File: src/rtl/cpu_pkg.sv
// cpu_pkg: shared pipeline constants (bubble instruction, reset PC) and the fetch FSM state type
package cpu_pkg;
  localparam logic [31:0] NOP_INSN = 32'h0000_0013;
  localparam logic [31:0] RESET_PC = 32'h0000_0000;
  typedef enum logic [1:0] {S_REQ, S_HOLD, S_DROP} fetch_state_t;
endpackage

File: src/rtl/ifetch_unit_if.sv
// ifetch_unit_if: instruction-memory bus; master (fetch) drives imem_req/imem_addr, slave (memory) drives imem_ack/imem_rdata
interface ifetch_unit_if;
  logic        imem_req;
  logic [31:0] imem_addr;
  logic        imem_ack;
  logic [31:0] imem_rdata;
  modport master(output imem_req, imem_addr, input imem_ack, imem_rdata);
  modport slave(input imem_req, imem_addr, output imem_ack, imem_rdata);
endinterface

File: src/rtl/ifetch_unit_ifid_reg.sv
// ifid_reg: IF/ID register; load captures {insn, pc, valid}, bubble inserts NOP with Valid_id=0 keeping PC_id, else holds
module ifid_reg #(
  parameter logic [31:0] NOP_INSN = 32'h0000_0013
) (
  input  logic        clk,
  input  logic        rst_n,
  input  logic        load,
  input  logic        bubble,
  input  logic [31:0] insn,
  input  logic [31:0] pc,
  output logic [31:0] Instruction_id,
  output logic [31:0] PC_id,
  output logic        Valid_id
);
  always_ff @(posedge clk or negedge rst_n)
    if (!rst_n) begin
      Instruction_id <= NOP_INSN;
      PC_id          <= '0;
      Valid_id       <= 1'b0;
    end else if (load) begin
      Instruction_id <= insn;
      PC_id          <= pc;
      Valid_id       <= 1'b1;
    end else if (bubble) begin
      Instruction_id <= NOP_INSN;
      Valid_id       <= 1'b0;
    end
endmodule

File: src/rtl/ifetch_unit.sv
// ifetch_unit: fetch stage; ports clk/rst_n, decode controls IFWrite/Branch/Jump/JumpAddr, imem master bus, IF/ID outputs Instruction_id/PC_id/Valid_id
module ifetch_unit #(
  parameter logic [31:0] RESET_PC = cpu_pkg::RESET_PC,
  parameter logic [31:0] NOP_INSN = cpu_pkg::NOP_INSN
) (
  input  logic               clk,
  input  logic               rst_n,
  input  logic               IFWrite,
  input  logic               Branch,
  input  logic               Jump,
  input  logic [31:0]        JumpAddr,
  ifetch_unit_if.master      imem,
  output logic [31:0]        Instruction_id,
  output logic [31:0]        PC_id,
  output logic               Valid_id
);
  import cpu_pkg::*;
  fetch_state_t state, nxt;
  logic [31:0] pc_q, pc_d, buf_q, buf_d, redir_q, redir_d, ld_insn;
  logic req_en, ack, redir, load, bubble;
  // req_en keeps imem_req low through reset and rises on the first edge after release
  assign imem.imem_req  = req_en & (state != S_HOLD);
  assign imem.imem_addr = pc_q;
  assign ack            = imem.imem_ack & imem.imem_req;
  assign redir          = IFWrite & (Branch | Jump);
  always_ff @(posedge clk or negedge rst_n)
    if (!rst_n) begin
      state   <= S_REQ;
      pc_q    <= RESET_PC;
      buf_q   <= NOP_INSN;
      redir_q <= RESET_PC;
      req_en  <= 1'b0;
    end else begin
      state   <= nxt;
      pc_q    <= pc_d;
      buf_q   <= buf_d;
      redir_q <= redir_d;
      req_en  <= 1'b1;
    end
  always_comb begin
    nxt     = state;
    pc_d    = pc_q;
    buf_d   = buf_q;
    redir_d = redir_q;
    ld_insn = imem.imem_rdata;
    load    = 1'b0;
    bubble  = 1'b0;
    case (state)
      S_REQ: begin
        load    = ack & IFWrite & !redir;
        bubble  = redir | (!ack & IFWrite);
        pc_d    = (ack & redir) ? JumpAddr : load ? pc_q + 32'd4 : pc_q;
        buf_d   = (ack & !IFWrite) ? imem.imem_rdata : buf_q;
        redir_d = (!ack & redir) ? JumpAddr : redir_q;
        nxt     = (ack & !IFWrite) ? S_HOLD : (!ack & redir) ? S_DROP : S_REQ;
      end
      S_HOLD: begin
        ld_insn = buf_q;
        load    = IFWrite & !redir;
        bubble  = redir;
        pc_d    = redir ? JumpAddr : load ? pc_q + 32'd4 : pc_q;
        nxt     = IFWrite ? S_REQ : S_HOLD;
      end
      default: begin
        // wrong-path response is consumed and dropped; a redirect on the same edge wins
        bubble  = IFWrite;
        redir_d = redir ? JumpAddr : redir_q;
        pc_d    = ack ? redir_d : pc_q;
        nxt     = ack ? S_REQ : S_DROP;
      end
    endcase
  end
  ifid_reg #(.NOP_INSN(NOP_INSN)) u_ifid (
    .clk            (clk),
    .rst_n          (rst_n),
    .load           (load),
    .bubble         (bubble),
    .insn           (ld_insn),
    .pc             (pc_q),
    .Instruction_id (Instruction_id),
    .PC_id          (PC_id),
    .Valid_id       (Valid_id)
  );
endmodule

File: src/flat_wrapper.sv
// flat-port wrapper written by rule: the top's interface ports become plain ports
module ifetch_unit_flat import cpu_pkg::*;
#(
  parameter logic [31:0] RESET_PC = cpu_pkg::RESET_PC,
  parameter logic [31:0] NOP_INSN = cpu_pkg::NOP_INSN
)
  (clk, rst_n, IFWrite, Branch, Jump, JumpAddr, Instruction_id, PC_id, Valid_id, imem_imem_req, imem_imem_addr, imem_imem_ack, imem_imem_rdata);
  ifetch_unit_if imem_i ();
  input  logic clk;
  input  logic rst_n;
  input  logic IFWrite;
  input  logic Branch;
  input  logic Jump;
  input  logic [31:0] JumpAddr;
  output logic [31:0] Instruction_id;
  output logic [31:0] PC_id;
  output logic Valid_id;
  output wire logic [$bits(imem_i.imem_req)-1:0] imem_imem_req;
  output wire logic [$bits(imem_i.imem_addr)-1:0] imem_imem_addr;
  input wire logic [$bits(imem_i.imem_ack)-1:0] imem_imem_ack;
  input wire logic [$bits(imem_i.imem_rdata)-1:0] imem_imem_rdata;
  assign imem_imem_req = imem_i.imem_req;
  assign imem_imem_addr = imem_i.imem_addr;
  assign imem_i.imem_ack = imem_imem_ack;
  assign imem_i.imem_rdata = imem_imem_rdata;
  ifetch_unit #(.RESET_PC(RESET_PC), .NOP_INSN(NOP_INSN)) u_core (.clk(clk), .rst_n(rst_n), .IFWrite(IFWrite), .Branch(Branch), .Jump(Jump), .JumpAddr(JumpAddr), .imem(imem_i), .Instruction_id(Instruction_id), .PC_id(PC_id), .Valid_id(Valid_id));
endmodule
File: config.mk
export PLATFORM = sky130hd
export DESIGN_NAME = ifetch_unit_flat
export DESIGN_NICKNAME = d
export VERILOG_FILES = /design/src/rtl/cpu_pkg.sv /design/src/rtl/ifetch_unit_if.sv /design/src/rtl/ifetch_unit_ifid_reg.sv /design/src/rtl/ifetch_unit.sv /design/src/flat_wrapper.sv
export SDC_FILE = /design/constraint.sdc
export NUM_CORES = 1
export LEC_CHECK = 0
export ABC_AREA = 1
export BUFFER_PORTS_ARGS = -buffer_cell sky130_fd_sc_hd__buf_2
export CORE_MARGIN = 8
export CORE_UTILIZATION = 60
export CTS_CLUSTER_DIAMETER = 200
export DETAILED_ROUTE_END_ITERATION = 8
export GPL_TIMING_DRIVEN = 0
export PLACE_DENSITY = 0.85
export SYNTH_ARGS = -nofsm -noshare
export SYNTH_HDL_FRONTEND = slang
export SYNTH_SLANG_ARGS = --single-unit
File: constraint.sdc
create_clock -name clk -period 5.1 [get_ports clk]
set_input_delay 1.275 -clock clk [delete_from_list [all_inputs] [get_ports clk]]
set_output_delay 1.275 -clock clk [all_outputs]
set_load 0.01 [all_outputs]
==> results of run 1 <==
## state kept, by name, summed over array words and instances, names as in the netlist
register and flops:
u_core.buf_q 32, u_core.imem.imem_addr 32, u_core.redir_q 32, u_core.u_ifid.Instruction_id 32
u_core.u_ifid.PC_id 32, u_core.state 2, u_core.req_en 1, u_core.u_ifid.Valid_id 1
## power groups by stage
stage | logic, W | registers [W] | clock network [W]
3_3_place_gp | 0.00162 | 0.00200 | 0
3_5_place_dp | 0.00166 | 0.00201 | 0
6_report | 0.00171 | 0.00201 | 0.00137
5_1_grt | 0.00189 | 0.00205 | 0.00142
2_1_floorplan | 0.000906 | 0.00205 | 0
4_1_cts | 0.00168 | 0.00200 | 0.00137
## worst paths after layout
| kind | start | end | slack, ps | depth (start not counted) |
|---|---|---|---|---|
| min in group asynchronous | rst_n | u_core.buf_q[25] | 720 | 1 |
| min reg2reg | u_core.redir_q[4] | u_core.redir_q[4] | 470 | 2 |
| max | u_core.state[1] | imem_imem_req | 1630 | 4 |
| min | u_core.redir_q[4] | u_core.redir_q[4] | 470 | 2 |
| max in group asynchronous | rst_n | u_core.imem.imem_addr[13] | 3470 | 2 |
| max reg2reg | u_core.state[1] | u_core.imem.imem_addr[19] | 2510 | 11 |
## tightest hold or removal path, cell delays in order, from the launching register on
cell     delay (ps)
dfrtp_1         340
nand2_1          50
nand2_1          50
## final cells by class
class / instances / area, um2 / share of cell area [%]
sequential: 164 / 4110 / 38.3
buffer: 67 / 264 / 2.46
antenna: 1 / 2.50 / 0.0233
multi-input combinational: 947 / 4150 / 38.7
clock inverter: 13 / 171 / 1.60
tap: 184 / 230 / 2.15
timing repair buffer: 168 / 873 / 8.14
inverter: 126 / 473 / 4.41
clock buffer: 19 / 453 / 4.22
## kinds of logic after synthesis
logic type      count (synthesis)  share of synthesized area, %
fa+ha+maj                       1                         0.139
flops                         164                          45.7
xor+xnor                       14                          1.36
compound gates                254                          14.7
other cells                     1                        0.0417
buf+inv                       193                          8.19
simple gates                  677                          29.9
## through the flow
step	instances	utilization (%)	setup WS (ps)	total power [W]	instance area [um2]
CTS	1688	73.6	1670	0.00504	10700
finish	1689	73.6	1630	0.00509	10700
floorplan	1304	-	2480	0.00296	9000
global placement	1655	69.0	279	0.00362	10100
global route	1689	73.6	1520	0.00536	10700
detailed placement	1656	69.3	1620	0.00367	10100
## layout by cell type, fill, tap and decap left out, drive strengths merged
cell type    n
nand2      508
nand4        3
or2          8
bufinv       3
a31oi       13
nand3       52
a21oi       26
conb         1
clkinv       4
nor4         1
dfrtp      158
a22oi        1
nor3         3
xor2        13
inv        129
nor2        98
xnor2        1
diode        1
clkbuf      75
o21ai      199
nand3b       4
dfstp        6
buf        179
o211ai      10
ha           1
o22ai        5
clkinvlp     3
## routing by layer
metal	up-vias	GRT usage, %	routed length, um
met5	-	0	0
met2	599	46.5	13300
met1	4342	42.9	12600
li1	4511	-	-
met4	0	9.55	909
met3	75	8.60	3570
==> run summary, run 1 <==
Status - finished clean
Routability cong. - 0.984
Final worst path period share - 68.1%
Clk slew on worst S/H paths - 60 ps
CP most frequent cell - nor2_1
Register area share after synthesis - 45.7%
Final ANT Viol Nets - 0
Slowest-stage cell, CP - nor2_1
CTS Buf Count - 17
Top cell type's share of synthesized area - 43.9%
Fin. Hold Viols - 0
Top Ports - 168
Cell internal pwr - 0.00308 W
Fraction of layout cells with a size suffix above 1 - 15.8%
Pleak - 5.57 nW
Setup bufs post-CTS - 0
Die ar. - 19,200 um2
Peak supply drop - 0.296 mV
Sw Share - 39.6%
Clk network pwr share - 26.8%
Die H - 138 um
Net Sw Power - 0.00201 W
Largest net degree at the start of global routing - 124
Synth cell count leaders - 507 x nand2_1, 161 x o21ai_0, 158 x dfrtp_1, 118 x inv_1, 97 x nor2_1
Vias - 9,527
Setup-failing EPs final - 0
Endpoint class of the critical path - output pin
WHS - 474 ps
Yosys warning total - 0
RSZ-0062 raised after global routing - no
Sequential share of power - 39.5%
Syn-to-layout area delta - 19.2%
Cts hold-fix bufs - 0
Overall Global Routing Usage - 31.1%
Drt wl/cell - 18.0 um
Max Freq - 0.288 GHz
Synthesized flop and latch total - 164
PortBufs - 167
Slew Limit Headroom - 41.8%
Clk root buf - clkbuf_16
Initial DRC count - 1,336
Final min period - 3470 ps
Max-slew violations - 0
Mapped cell area - 9000 um2
Worst path required time - 3830 ps
CTS tree - done
Number of synthesized flops with an enable pin - 0
CP max stage delay - 700 ps
Htree depth - 4
Skew final - 7.61 ps
Clock sinks - 164
Ranking of synthesized cells by area - dfrtp_1 44%, nand2_1 21%, o21ai_0 9.0%
Mapped Cells - 1,304
Buf/Inv on CP - 2
Vias in the first global route - 8,889
Yosys cell types - 33
1st-pass router iterations - 6
Async set or reset register ratio after synthesis - 100%
Comb power frac - 33.6%
Worst-path cell chain - nor2_1, clkbuf_1, nor2_1, buf_2
Area leader, netlist - dfrtp_1
Area of the core - 14,600 um2
Final setup TNS - 0 ps
Starting Density - 61.7%
Std cell rows - 44
Grt ovf - 0
Crit Path Max Fanout - 10
Initial antenna violation count - 1
Ys flop type - dfrtp_1
# DRC - 0
Post-DP HPWL - 22,200 um
Hold Crit Class - reg -> reg
Filler cells - 1,175
CTS Buffer Depth - 2
Worst-Margin Slew - 870 ps
Final nets - 1,562
Syn avg cell area - 6.90 um2
Routed vias/inst - 5.64
Post-Syn Nets - 1,375
Crit path max-delay family - simple AND/OR/NAND/NOR gates
Die W - 138 um
Arr. time, crit path - 2200 ps
Count leader, synth - nand2_1
Ratio of total power to cell area - 474 nW/um2
Worst skew pair latency - 430 ps
CP Launch Type - flop
Kind of critical path - reg -> out
# Max-Cap Violations - 0
First-pass GRT wire length - 47,800 um
Cells resized by post-CTS repair - 0
Total Wirelength - 30,400 um
(Power assumes the default switching activity.)
==> inputs of run 2 (changes only) <==
--- a/config.mk
+++ b/config.mk
@@ -5,14 +5,14 @@
 export SDC_FILE = /design/constraint.sdc
 export NUM_CORES = 1
 export LEC_CHECK = 0
-export ABC_AREA = 1
+export ABC_AREA = 0
 export BUFFER_PORTS_ARGS = -buffer_cell sky130_fd_sc_hd__buf_2
 export CORE_MARGIN = 8
-export CORE_UTILIZATION = 60
+export CORE_UTILIZATION = 55
 export CTS_CLUSTER_DIAMETER = 200
 export DETAILED_ROUTE_END_ITERATION = 8
 export GPL_TIMING_DRIVEN = 0
-export PLACE_DENSITY = 0.85
+export PLACE_DENSITY = 0.8
 export SYNTH_ARGS = -nofsm -noshare
 export SYNTH_HDL_FRONTEND = slang
 export SYNTH_SLANG_ARGS = --single-unit
==> constraint.sdc (replaced) <==
create_clock -name clk -period 3.4 [get_ports clk]
set_input_delay 0.85 -clock clk [delete_from_list [all_inputs] [get_ports clk]]
set_output_delay 0.85 -clock clk [all_outputs]
set_load 0.01 [all_outputs]
==> run 2 against run 1 <==
Sequential power up 39%; area after synthesis down 11%; cell count down 32%; synthesized cell count down 42%; clock power up 48%; register-to-register slack worse by 1500 ps; first-iteration DRC count down 57%; core utilization down 6.0 points; count of clock-buffer cells in the layout down 2.
==> run summary, run 2 <==
Buf/Inv on CP - 2
Largest net degree at the start of global routing - 99
Std cell rows - 44
Die W - 137 um
Worst path required time - 3710 ps
Slowest-stage cell, CP - o21ai_1
R2r endpoint - u_core.imem.imem_addr[0]
Vias - 6,744
Clk network pwr share - 31.6%
Final ANT Viol Nets - 0
Die ar. - 18,600 um2
Kind of critical path - in -> reg
Routability cong. - 0.958
Area leader, netlist - dfrtp_1
Starting Density - 55.6%
DRT met1 WL - 9490 um
Setup-failing EPs final - 0
Pleak - 4.50 nW
Sequential share of power - 43.7%
Clock sinks - 164
Final worst path period share - 76.8%
First-pass GRT wire length - 35,100 um
Area of the core - 14,400 um2
Post-route insts no fill - 1,147
Cells resized by post-CTS repair - 0
Async set or reset register ratio after synthesis - 100%
RSZ-0062 raised after global routing - no
Slew Limit Headroom - 51.4%
Max-slew violations - 0
# Max-Cap Violations - 0
CP max stage delay - 580 ps
CP Depth - 7
Peak supply drop - 0.599 mV
Crit path max-delay family - compound AO/OA/AOI/OAI gates
CP most frequent cell - buf_2
Clk slew on worst S/H paths - 70 ps
WL met2 - 10,500 um
Cell internal pwr - 0.00433 W
Ys flop type - dfrtp_1
Final nets - 1,020
Hold Crit Class - in -> async
Synth cell count leaders - 158 x dfrtp_1, 100 x nand2_1, 74 x mux2_2, 38 x inv_1, 38 x nor2_1
Mapped cell area - 7990 um2
Overall Global Routing Usage - 24.0%
Sw Share - 32.4%
# DRC - 0
Vias in the first global route - 6,680
Die H - 137 um
Grt ovf - 0
Setup bufs post-CTS - 0
Status - finished clean
Count leader, synth - dfrtp_1
Number of synthesized flops with an enable pin - 0
Max layer used - met5
Mapped Cells - 762
Synthesized flop and latch total - 164
Worst-path cell chain - buf_2, o21ai_1, nor2_1, nor2_2, buf_2, a21oi_1, o22a_1
Comb power frac - 24.6%
Htree depth - 4
Initial antenna violation count - 3
CP Launch Type - input pin
Post-DP HPWL - 15,900 um
Fraction of layout cells with a size suffix above 1 - 33.3%
Initial DRC count - 580
Fin. Hold Viols - 0
Crit Reg-Reg Startpoint - u_core.state[0]
Ratio of total power to cell area - 660 nW/um2
Net Sw Power - 0.00208 W
Yosys warning total - 0
Post-Syn Nets - 833
Top cell type's share of synthesized area - 49.5%
Drt wl/cell - 19.5 um
Final setup TNS - 0 ps
Crit Path Max Fanout - 10
Syn-to-layout area delta - 21.6%
Met3 wire length - 1930 um
Most common cell after layout, fill and taps aside - buf_2
Ranking of synthesized cells by area - dfrtp_1 49%, mux2_2 10%, nand2_1 4.7%
CTS Buffer Depth - 2
PortBufs - 167
Worst reg2reg path depth - 7
CTS tree - done
Final min period - 2610 ps
Cts hold-fix bufs - 0
Reg-to-reg setup timing slack - 1050 ps
Arr. time, crit path - 2920 ps
Top Ports - 168
Highest-count cells in the layout ignoring fill and taps - 195 x buf_2, 158 x dfrtp_1, 100 x nand2_1
Worst-Margin Slew - 725 ps
Skew final - 8.81 ps
Yosys cell types - 64
Endpoint class of the critical path - flop
Total Wirelength - 22,400 um
CTS Buf Count - 17
1st-pass router iterations - 5
Register area share after synthesis - 51.4%
Max Freq - 0.383 GHz
Worst skew pair latency - 420 ps
Dpl cells - 1,114
Routed vias/inst - 5.88
Syn avg cell area - 10.5 um2
Clk root buf - clkbuf_16
==> run 2: cell count changes after synthesis, moves of 17 or more <==
cell	before	now
inv_1	118	38
nand2_1	507	100
mux2_2	0	74
o21ai_0	161	19
nor2_1	97	38
clkbuf_1	55	18
nand3_1	51	18
mux2i_1	0	30
mux2_1	0	20
o21ai_1	38	21
o22ai_1	5	33
buf_2	9	29
==> run 2: kinds of logic after synthesis <==
| logic type | synth area share [%] |
|---|---|
| xor+xnor | 0.877 |
| mux | 17.0 |
| compound gates | 13.9 |
| flops | 51.4 |
| other cells | 0.0469 |
| simple gates | 11.9 |
| buf+inv | 4.63 |
| fa+ha+maj | 0.157 |
==> run 2: worst max path at each step <==
stage | start | to | slack (ps)
after floorplan | Jump | u_core.imem.imem_addr[6] | 1220
after global placement | rst_n | u_core.u_ifid.PC_id[8] | -1070
after detailed placement | Jump | u_core.imem.imem_addr[6] | 460
after CTS | Jump | u_core.imem.imem_addr[6] | 870
after global routing | Jump | u_core.imem.imem_addr[6] | 780
final | Jump | u_core.imem.imem_addr[6] | 790
==> run 2: area by class of cell <==
type	instances	area (um2)
Buffer	51	228
Multi-Input combinational cell	509	3510
Antenna cell	1	2.50
Sequential cell	164	4110
Tap cell	184	230
Fill cell	1124	4650
Inverter	38	143
Timing Repair Buffer	168	873
Clock buffer	17	425
Clock inverter	15	191
==> run 2: worst reg2reg max path: stages, from the launching register on <==
cell	delay, ps
dfrtp_1	360
buf_2	170
nor2b_1	140
buf_2	180
o22ai_1	280
buf_2	340
buf_1	550
o21ai_0	200
==> run 2: stage by stage <==
stage          total power [W]  util [%]  hold slack [ps]  instance area [um2]  setup slack (ps)
3_3_place_gp           0.00435      63.0              457                 9060             -1070
5_1_grt                0.00674      67.6              398                 9720               781
2_1_floorplan          0.00371         -              458                 7990              1220
6_report               0.00641      67.6              365                 9720               788
3_5_place_dp           0.00442      63.3              468                 9100               464
4_1_cts                0.00645      67.6              383                 9710               872
==> run 2: power by group through the flow <==
stage / sequential [W] / clock [W] / combinational (W)
finish: 0.00280 / 0.00203 / 0.00158
global route: 0.00287 / 0.00213 / 0.00173
CTS: 0.00280 / 0.00206 / 0.00159
detailed placement: 0.00283 / 0 / 0.00159
global placement: 0.00280 / 0 / 0.00155
floorplan: 0.00289 / 0 / 0.000820
==> run 2: routing by layer <==
layer / vias to the layer above / global-route usage (%)
met5: - / 0
met4: 4 / 8.48
met3: 45 / 6.02
met2: 292 / 38.8
met1: 3291 / 30.9
li1: 3112 / -
